==> src/rtl/rf_pkg.sv <==
// Shared constants and types for the register-file write arbiter.
package rf_pkg;

    localparam int WORDSIZE_DEF = 64;
    localparam int SIZE_DEF     = 32;
    localparam int ADDR_W       = $clog2(SIZE_DEF);

    typedef enum logic [0:0] {
        CLEAR = 1'b0,
        RUN   = 1'b1
    } state_e;

    localparam logic REQ0 = 1'b0;
    localparam logic REQ1 = 1'b1;

endpackage

==> src/rtl/regfile_wr_arbiter_rr_arb2.sv <==
// Two-input round-robin grant; the pointer moves to the other requester after any grant.
module rr_arb2
    import rf_pkg::*;
(
    input  logic       clk,
    input  logic       rst,
    input  logic       en,
    input  logic [1:0] req,
    output logic [1:0] gnt
);

    logic ptr_q, ptr_d;

    // NOTE: every combinational output gets a default first so no path leaves it unassigned (no latch).
    always_comb begin
        gnt = 2'b00;
        if (en) begin
            if (req[REQ0] && req[REQ1]) begin
                gnt[ptr_q] = 1'b1;
            end else if (req[REQ0]) begin
                gnt[REQ0] = 1'b1;
            end else if (req[REQ1]) begin
                gnt[REQ1] = 1'b1;
            end
        end
    end

    always_comb begin
        ptr_d = ptr_q;
        if (gnt[REQ0]) begin
            ptr_d = REQ1;
        end else if (gnt[REQ1]) begin
            ptr_d = REQ0;
        end
    end

    // NOTE: state flops use non-blocking assignment; reset is synchronous, sampled only at the clock edge.
    always_ff @(posedge clk) begin
        if (rst) begin
            ptr_q <= REQ0;
        end else begin
            ptr_q <= ptr_d;
        end
    end

endmodule

==> src/rtl/regfile_wr_arbiter.sv <==
// Round-robin arbiter for the single register-file write port, with a zero-fill clear sequence.
// Optional pending-write scoreboard enabled by defining RF_ARB_SCOREBOARD_EN.
module regfile_wr_arbiter
    import rf_pkg::*;
#(
    parameter int WORDSIZE = WORDSIZE_DEF,
    parameter int SIZE     = SIZE_DEF
) (
    input  logic                      clk,
    input  logic                      rst,
    input  logic                      req0_valid,
    output logic                      req0_ready,
    input  logic [$clog2(SIZE)-1:0]   req0_addr,
    input  logic [WORDSIZE-1:0]       req0_data,
    input  logic                      req1_valid,
    output logic                      req1_ready,
    input  logic [$clog2(SIZE)-1:0]   req1_addr,
    input  logic [WORDSIZE-1:0]       req1_data,
    input  logic                      wr_stall,
    input  logic                      clear_req,
    output logic                      wr_en,
    output logic [$clog2(SIZE)-1:0]   wr_addr,
    output logic [WORDSIZE-1:0]       wr_data,
    output logic                      busy,
    output logic                      clear_done
`ifdef RF_ARB_SCOREBOARD_EN
    ,
    input  logic                      rsv_valid,
    input  logic [$clog2(SIZE)-1:0]   rsv_addr,
    output logic [SIZE-1:0]           pending
`endif
);

    localparam int AW = $clog2(SIZE);
    localparam logic [AW-1:0] FIRST_ADDR = AW'(1);
    localparam logic [AW-1:0] LAST_ADDR  = AW'(SIZE - 1);

    localparam logic [0:0] ST_CLEAR = CLEAR;
    localparam logic [0:0] ST_RUN   = RUN;

    logic [0:0]          state_q,      state_d;
    logic [AW-1:0]       clr_ptr_q,    clr_ptr_d;
    logic                wr_en_q,      wr_en_d;
    logic [AW-1:0]       wr_addr_q,    wr_addr_d;
    logic [WORDSIZE-1:0] wr_data_q,    wr_data_d;
    logic                clear_done_q, clear_done_d;

    logic                arb_en;
    logic [1:0]          gnt;
    logic [AW-1:0]       sel_addr;
    logic [WORDSIZE-1:0] sel_data;

    // Grants are withheld while reset is asserted so no requester sees a dropped accept.
    assign arb_en = !rst && (state_q == ST_RUN) && !wr_stall && !clear_req;

    rr_arb2 u_rr_arb2 (
        .clk (clk),
        .rst (rst),
        .en  (arb_en),
        .req ({req1_valid, req0_valid}),
        .gnt (gnt)
    );

    assign req0_ready = gnt[REQ0];
    assign req1_ready = gnt[REQ1];
    assign sel_addr   = gnt[REQ1] ? req1_addr : req0_addr;
    assign sel_data   = gnt[REQ1] ? req1_data : req0_data;

    always_comb begin
        state_d      = state_q;
        clr_ptr_d    = clr_ptr_q;
        wr_en_d      = 1'b0;
        wr_addr_d    = wr_addr_q;
        wr_data_d    = wr_data_q;
        clear_done_d = 1'b0;

        if (state_q == ST_CLEAR) begin
            if (!wr_stall) begin
                wr_en_d   = 1'b1;
                wr_addr_d = clr_ptr_q;
                wr_data_d = '0;
                if (clr_ptr_q == LAST_ADDR) begin
                    clear_done_d = 1'b1;
                    state_d      = ST_RUN;
                    clr_ptr_d    = FIRST_ADDR;
                end else begin
                    clr_ptr_d = clr_ptr_q + AW'(1);
                end
            end
        end else begin
            if (clear_req) begin
                state_d   = ST_CLEAR;
                clr_ptr_d = FIRST_ADDR;
            end else if (gnt != 2'b00) begin
                // x0 writes are accepted and consume the turn, but never reach the file.
                if (sel_addr != '0) begin
                    wr_en_d   = 1'b1;
                    wr_addr_d = sel_addr;
                    wr_data_d = sel_data;
                end
            end
        end
    end

    always_ff @(posedge clk) begin
        if (rst) begin
            state_q      <= ST_CLEAR;
            clr_ptr_q    <= FIRST_ADDR;
            wr_en_q      <= 1'b0;
            wr_addr_q    <= '0;
            wr_data_q    <= '0;
            clear_done_q <= 1'b0;
        end else begin
            state_q      <= state_d;
            clr_ptr_q    <= clr_ptr_d;
            wr_en_q      <= wr_en_d;
            wr_addr_q    <= wr_addr_d;
            wr_data_q    <= wr_data_d;
            clear_done_q <= clear_done_d;
        end
    end

    assign wr_en      = wr_en_q;
    assign wr_addr    = wr_addr_q;
    assign wr_data    = wr_data_q;
    assign clear_done = clear_done_q;
    assign busy       = (state_q == ST_CLEAR);

`ifdef RF_ARB_SCOREBOARD_EN
    logic [SIZE-1:0] pending_q, pending_d;

    // The write issuing at this edge clears its bit first so a same-edge reservation wins.
    always_comb begin
        pending_d = pending_q;
        if ((state_q == ST_RUN) && (state_d == ST_CLEAR)) begin
            pending_d = '0;
        end else begin
            if (wr_en_d) begin
                pending_d[wr_addr_d] = 1'b0;
            end
            if (rsv_valid && (rsv_addr != '0)) begin
                pending_d[rsv_addr] = 1'b1;
            end
        end
    end

    always_ff @(posedge clk) begin
        if (rst) begin
            pending_q <= '0;
        end else begin
            pending_q <= pending_d;
        end
    end

    assign pending = pending_q;
`endif

endmodule

==> config.mk <==
export PLATFORM = sky130hd
export DESIGN_NAME = regfile_wr_arbiter
export DESIGN_NICKNAME = d
export VERILOG_FILES = /design/src/rtl/rf_pkg.sv /design/src/rtl/regfile_wr_arbiter_rr_arb2.sv /design/src/rtl/regfile_wr_arbiter.sv
export SDC_FILE = /design/constraint.sdc
export NUM_CORES = 1
export LEC_CHECK = 0
export ABC_AREA = 1
export BUFFER_PORTS_ARGS = -buffer_cell sky130_fd_sc_hd__buf_4
export CAP_MARGIN = 20
export CORE_ASPECT_RATIO = 1.25
export CORE_MARGIN = 2
export CORE_UTILIZATION = 40
export DETAILED_ROUTE_END_ITERATION = 10
export PLACE_DENSITY_LB_ADDON = 0.1
export REMOVE_ABC_BUFFERS = 1
export SLEW_MARGIN = 20
export SYNTH_ARGS = -nofsm -noshare
export SYNTH_HDL_FRONTEND = slang
export SYNTH_HIERARCHICAL = 1
export SYNTH_SLANG_ARGS = --single-unit
==> constraint.sdc <==
create_clock -name clk -period 2.3 [get_ports clk]
set_input_delay 0.115 -clock clk [delete_from_list [all_inputs] [get_ports clk]]
set_output_delay 0.115 -clock clk [all_outputs]
set_load 0.01 [all_outputs]
==> reports/metrics.cfg <==
[detailed_routing]
ant_nets = 0
drtPass1Iterations = 4
routed_wl_um = 13780
drc = 0
num_vias = 5258
wl_per_cell_um = 12.45
drt-initial-drc-count = 128
vias_per_cell = 4.750

[worst_setup_path]
worstPathMaxFanout = 35
cp_data_required_time_ns = 2.53
critical_path_arrival_ns = 2.33
rr_worst_depth = 14
rrSetupSlack_ns = 0.20
worstSetupEndpointType = flip-flop
crit_path_start_kind = flip-flop
timing.rr.start = state_q
crit_type = flip-flop to flip-flop
timing.rr.end = wr_data[30]

[synth]
postSynthAreaPerCell_um2 = 6.259
synthFlopType = dfxtp_1
synth_seq_cells = 78
async_reset_ff_share_pct = 0
synth_edf_count = 0
synthDistinctLibCells = 28
yosys_warnings = 6
netlist_instances = 758
yosysSeqAreaShare_pct = 32.91
syn-cell-area_um2 = 4745

[final_layout]
area_growth_pct = 42.17
finalNetCount = 1087
final_cell_area_um2 = 6745
drive_gt1_share_pct = 30.55
diodes = 0

[sta]
fin_worst_skew_ns = 0.006419
final-setup-viol-count = 0
rsz0062_at_grt = no
drv_slew = 0
fmax_ghz = 0.4755
min_period_ns = 2.103
finalHoldViolCount = 0
tightest_slew_ns = 0.7406
fin_tns_setup_ns = 0
finalCritPeriodShare_pct = 91.44
slew-limit-headroom_pct = 50.63

[clock_tree]
clock_latency_ns = 0.33
cts_tree = yes
cts_hold_buf = 0
path_clk_slew_ns = 0.06
h-tree-depth = 3
cts_root_buffer = clkbuf_16
cts.sinks = 78
clockBufferDepth = 2
cts_buffers = 9

[placed_design]
io_buffers = 217
placed_area_um2 = 6339
place.gp.congestion = 0.8321
hpwl_um = 9649

[power_and_ir_drop]
power_density_nw_per_um2 = 513.4
leakagePower_nw = 3.386
ir_drop_mv = 0.3647

[global_route]
grt_pass1_vias = 4832
grt_remaining_overflow = 0
grt_start_max_net_pins = 73
grt_usage_pct = 20.08
grt_pass1_wl_um = 21050
antenna_found_initial = 0

[flow_run]
drv_cap = 0

[outcome]
status = finished, final reports clean

[die]
io_pins = 218
core.rowCount = 44
initial_utilization_pct = 40.84
dieWidth_um = 101.4
dieArea_um2 = 12750
fp.dieH_um = 125.8
core_area_um2 = 11620

[worst_hold_path]
hold_path_class = primary input to flip-flop
min_to = u_rr_arb2/ptr_q
whs_path_depth = 2
min-delay-start = rst

worst max-delay path, cell delays in order, from the launching register on:
cell       delay [ns]
dfxtp_2          0.32
nand3_1          0.09
nor2_1           0.14
nand2_1          0.12
a21oi_4          0.21
inv_2            0.10
nand2_1          0.07
nand2_1          0.08
nor2_2           0.13
nand3_2          0.13
nand2_8          0.15
clkbuf_16        0.25
nand3_1          0.09
nand2_1          0.07
nor2_1           0.04
sequential cells by signal, indices dropped and copies added (netlist names):
signal / flops
wr_data: 64
wr_addr: 5
clear_done: 1
wr_en: 1
clr_ptr_q: 5
u_rr_arb2/ptr_q: 1
state_q: 1
layout make-up:
class,count,area (um^2)
multi-input cells,537,2490
fillers,1099,4871
clock buffers,12,256.5
flip-flops and latches,78,1563
well taps,161,201.4
repair buffers,234,1886
inverters,81,304.0
clock inverters,4,45.04
how the worst max path moves through the flow:
stage / from / to
finish: state_q / wr_data[30]
detailed placement: rst / wr_addr[2]
floorplan: state_q / wr_addr[0]
CTS: state_q / wr_data[17]
global placement: rst / wr_data[21]
global route: state_q / wr_data[9]
report_power, final:
part	internal (mW)	total, mW	switching (mW)
registers	1.42	1.45	0.0354
logic	0.335	0.588	0.253
clock network	0.894	1.42	0.529
cell families after synthesis:
logic type      Yosys count  synth area share, %
fa+ha+maj                 2               0.5273
flops                    78                32.91
buf+inv                 143                15.14
simple gates            387                33.10
compound gates          147                18.14
xor+xnor                  1               0.1846
cells in the mapped netlist, types with 11 or more instances:
library cell / number / area, um^2
a21oi_2: 31 / 271.5
nand2_1: 103 / 386.6
buf_6: 11 / 123.9
a21oi_1: 44 / 220.2
clkbuf_1: 18 / 67.56
dfxtp_1: 78 / 1562
inv_1: 77 / 289.0
buf_1: 12 / 45.04
buf_2: 12 / 60.06
nor2_1: 203 / 762.0
nand3_1: 73 / 365.4
o21ai_0: 68 / 340.3
routing by layer:
metal / wire, um / GRT usage, % / vias to the layer above / part of all wire (%)
met5: 0 / 0 / - / 0
met4: 393 / 9.777 / 0 / 2.9
met3: 715 / 3.607 / 26 / 5.2
met2: 7256 / 37.67 / 134 / 53
met1: 5414 / 20.92 / 2353 / 39
li1: - / - / 2745 / -
cell usage in the layout (no fill, tap or decap):
master and count:
inv_1 77, nand2_1 103, o211ai_1 1, xor2_1 1, dfxtp_1 77, nand3_1 73
inv_2 2, dfxtp_2 1, buf_4 225, nor3_1 2, a221oi_1 1, a21oi_2 31
buf_6 1, o21ai_1 1, clkinv_1 2, o21ai_0 68, nand2_8 1, bufinv_16 1
nand3_2 1, buf_16 2, buf_12 4, clkbuf_1 1, a21oi_1 43, nor2_2 1
or2_1 1, nand2_2 1, ha_1 2, a21oi_4 1, o31ai_1 1, clkbuf_16 11
clkinv_2 3, clkbuf_8 2, nor2_1 203, nand2_4 1
what timing repair did:
action	CTS	global route
gates resized for setup	0	6
buffers inserted	0	1
endpoints found under the setup margin	0	69
metrics by stage:
stage / cells / worst slack (ns) / utilization [%] / power, mW / hold slack (ns)
3_5_place_dp: 1087 / 0.1363 / 54.57 / 2.074 / 0.3560
6_report: 1107 / 0.1969 / 58.07 / 3.463 / 0.01598
3_3_place_gp: 1087 / 0.2616 / 54.57 / 2.057 / 0.3502
4_1_cts: 1103 / 0.1532 / 57.16 / 3.503 / 0.003353
2_1_floorplan: 696 / -4.190 / - / 1.730 / 0.1774
5_1_grt: 1107 / 0.0002134 / 58.07 / 3.612 / 0.01996
No activity file was read; power rests on OpenSTA's default activity.
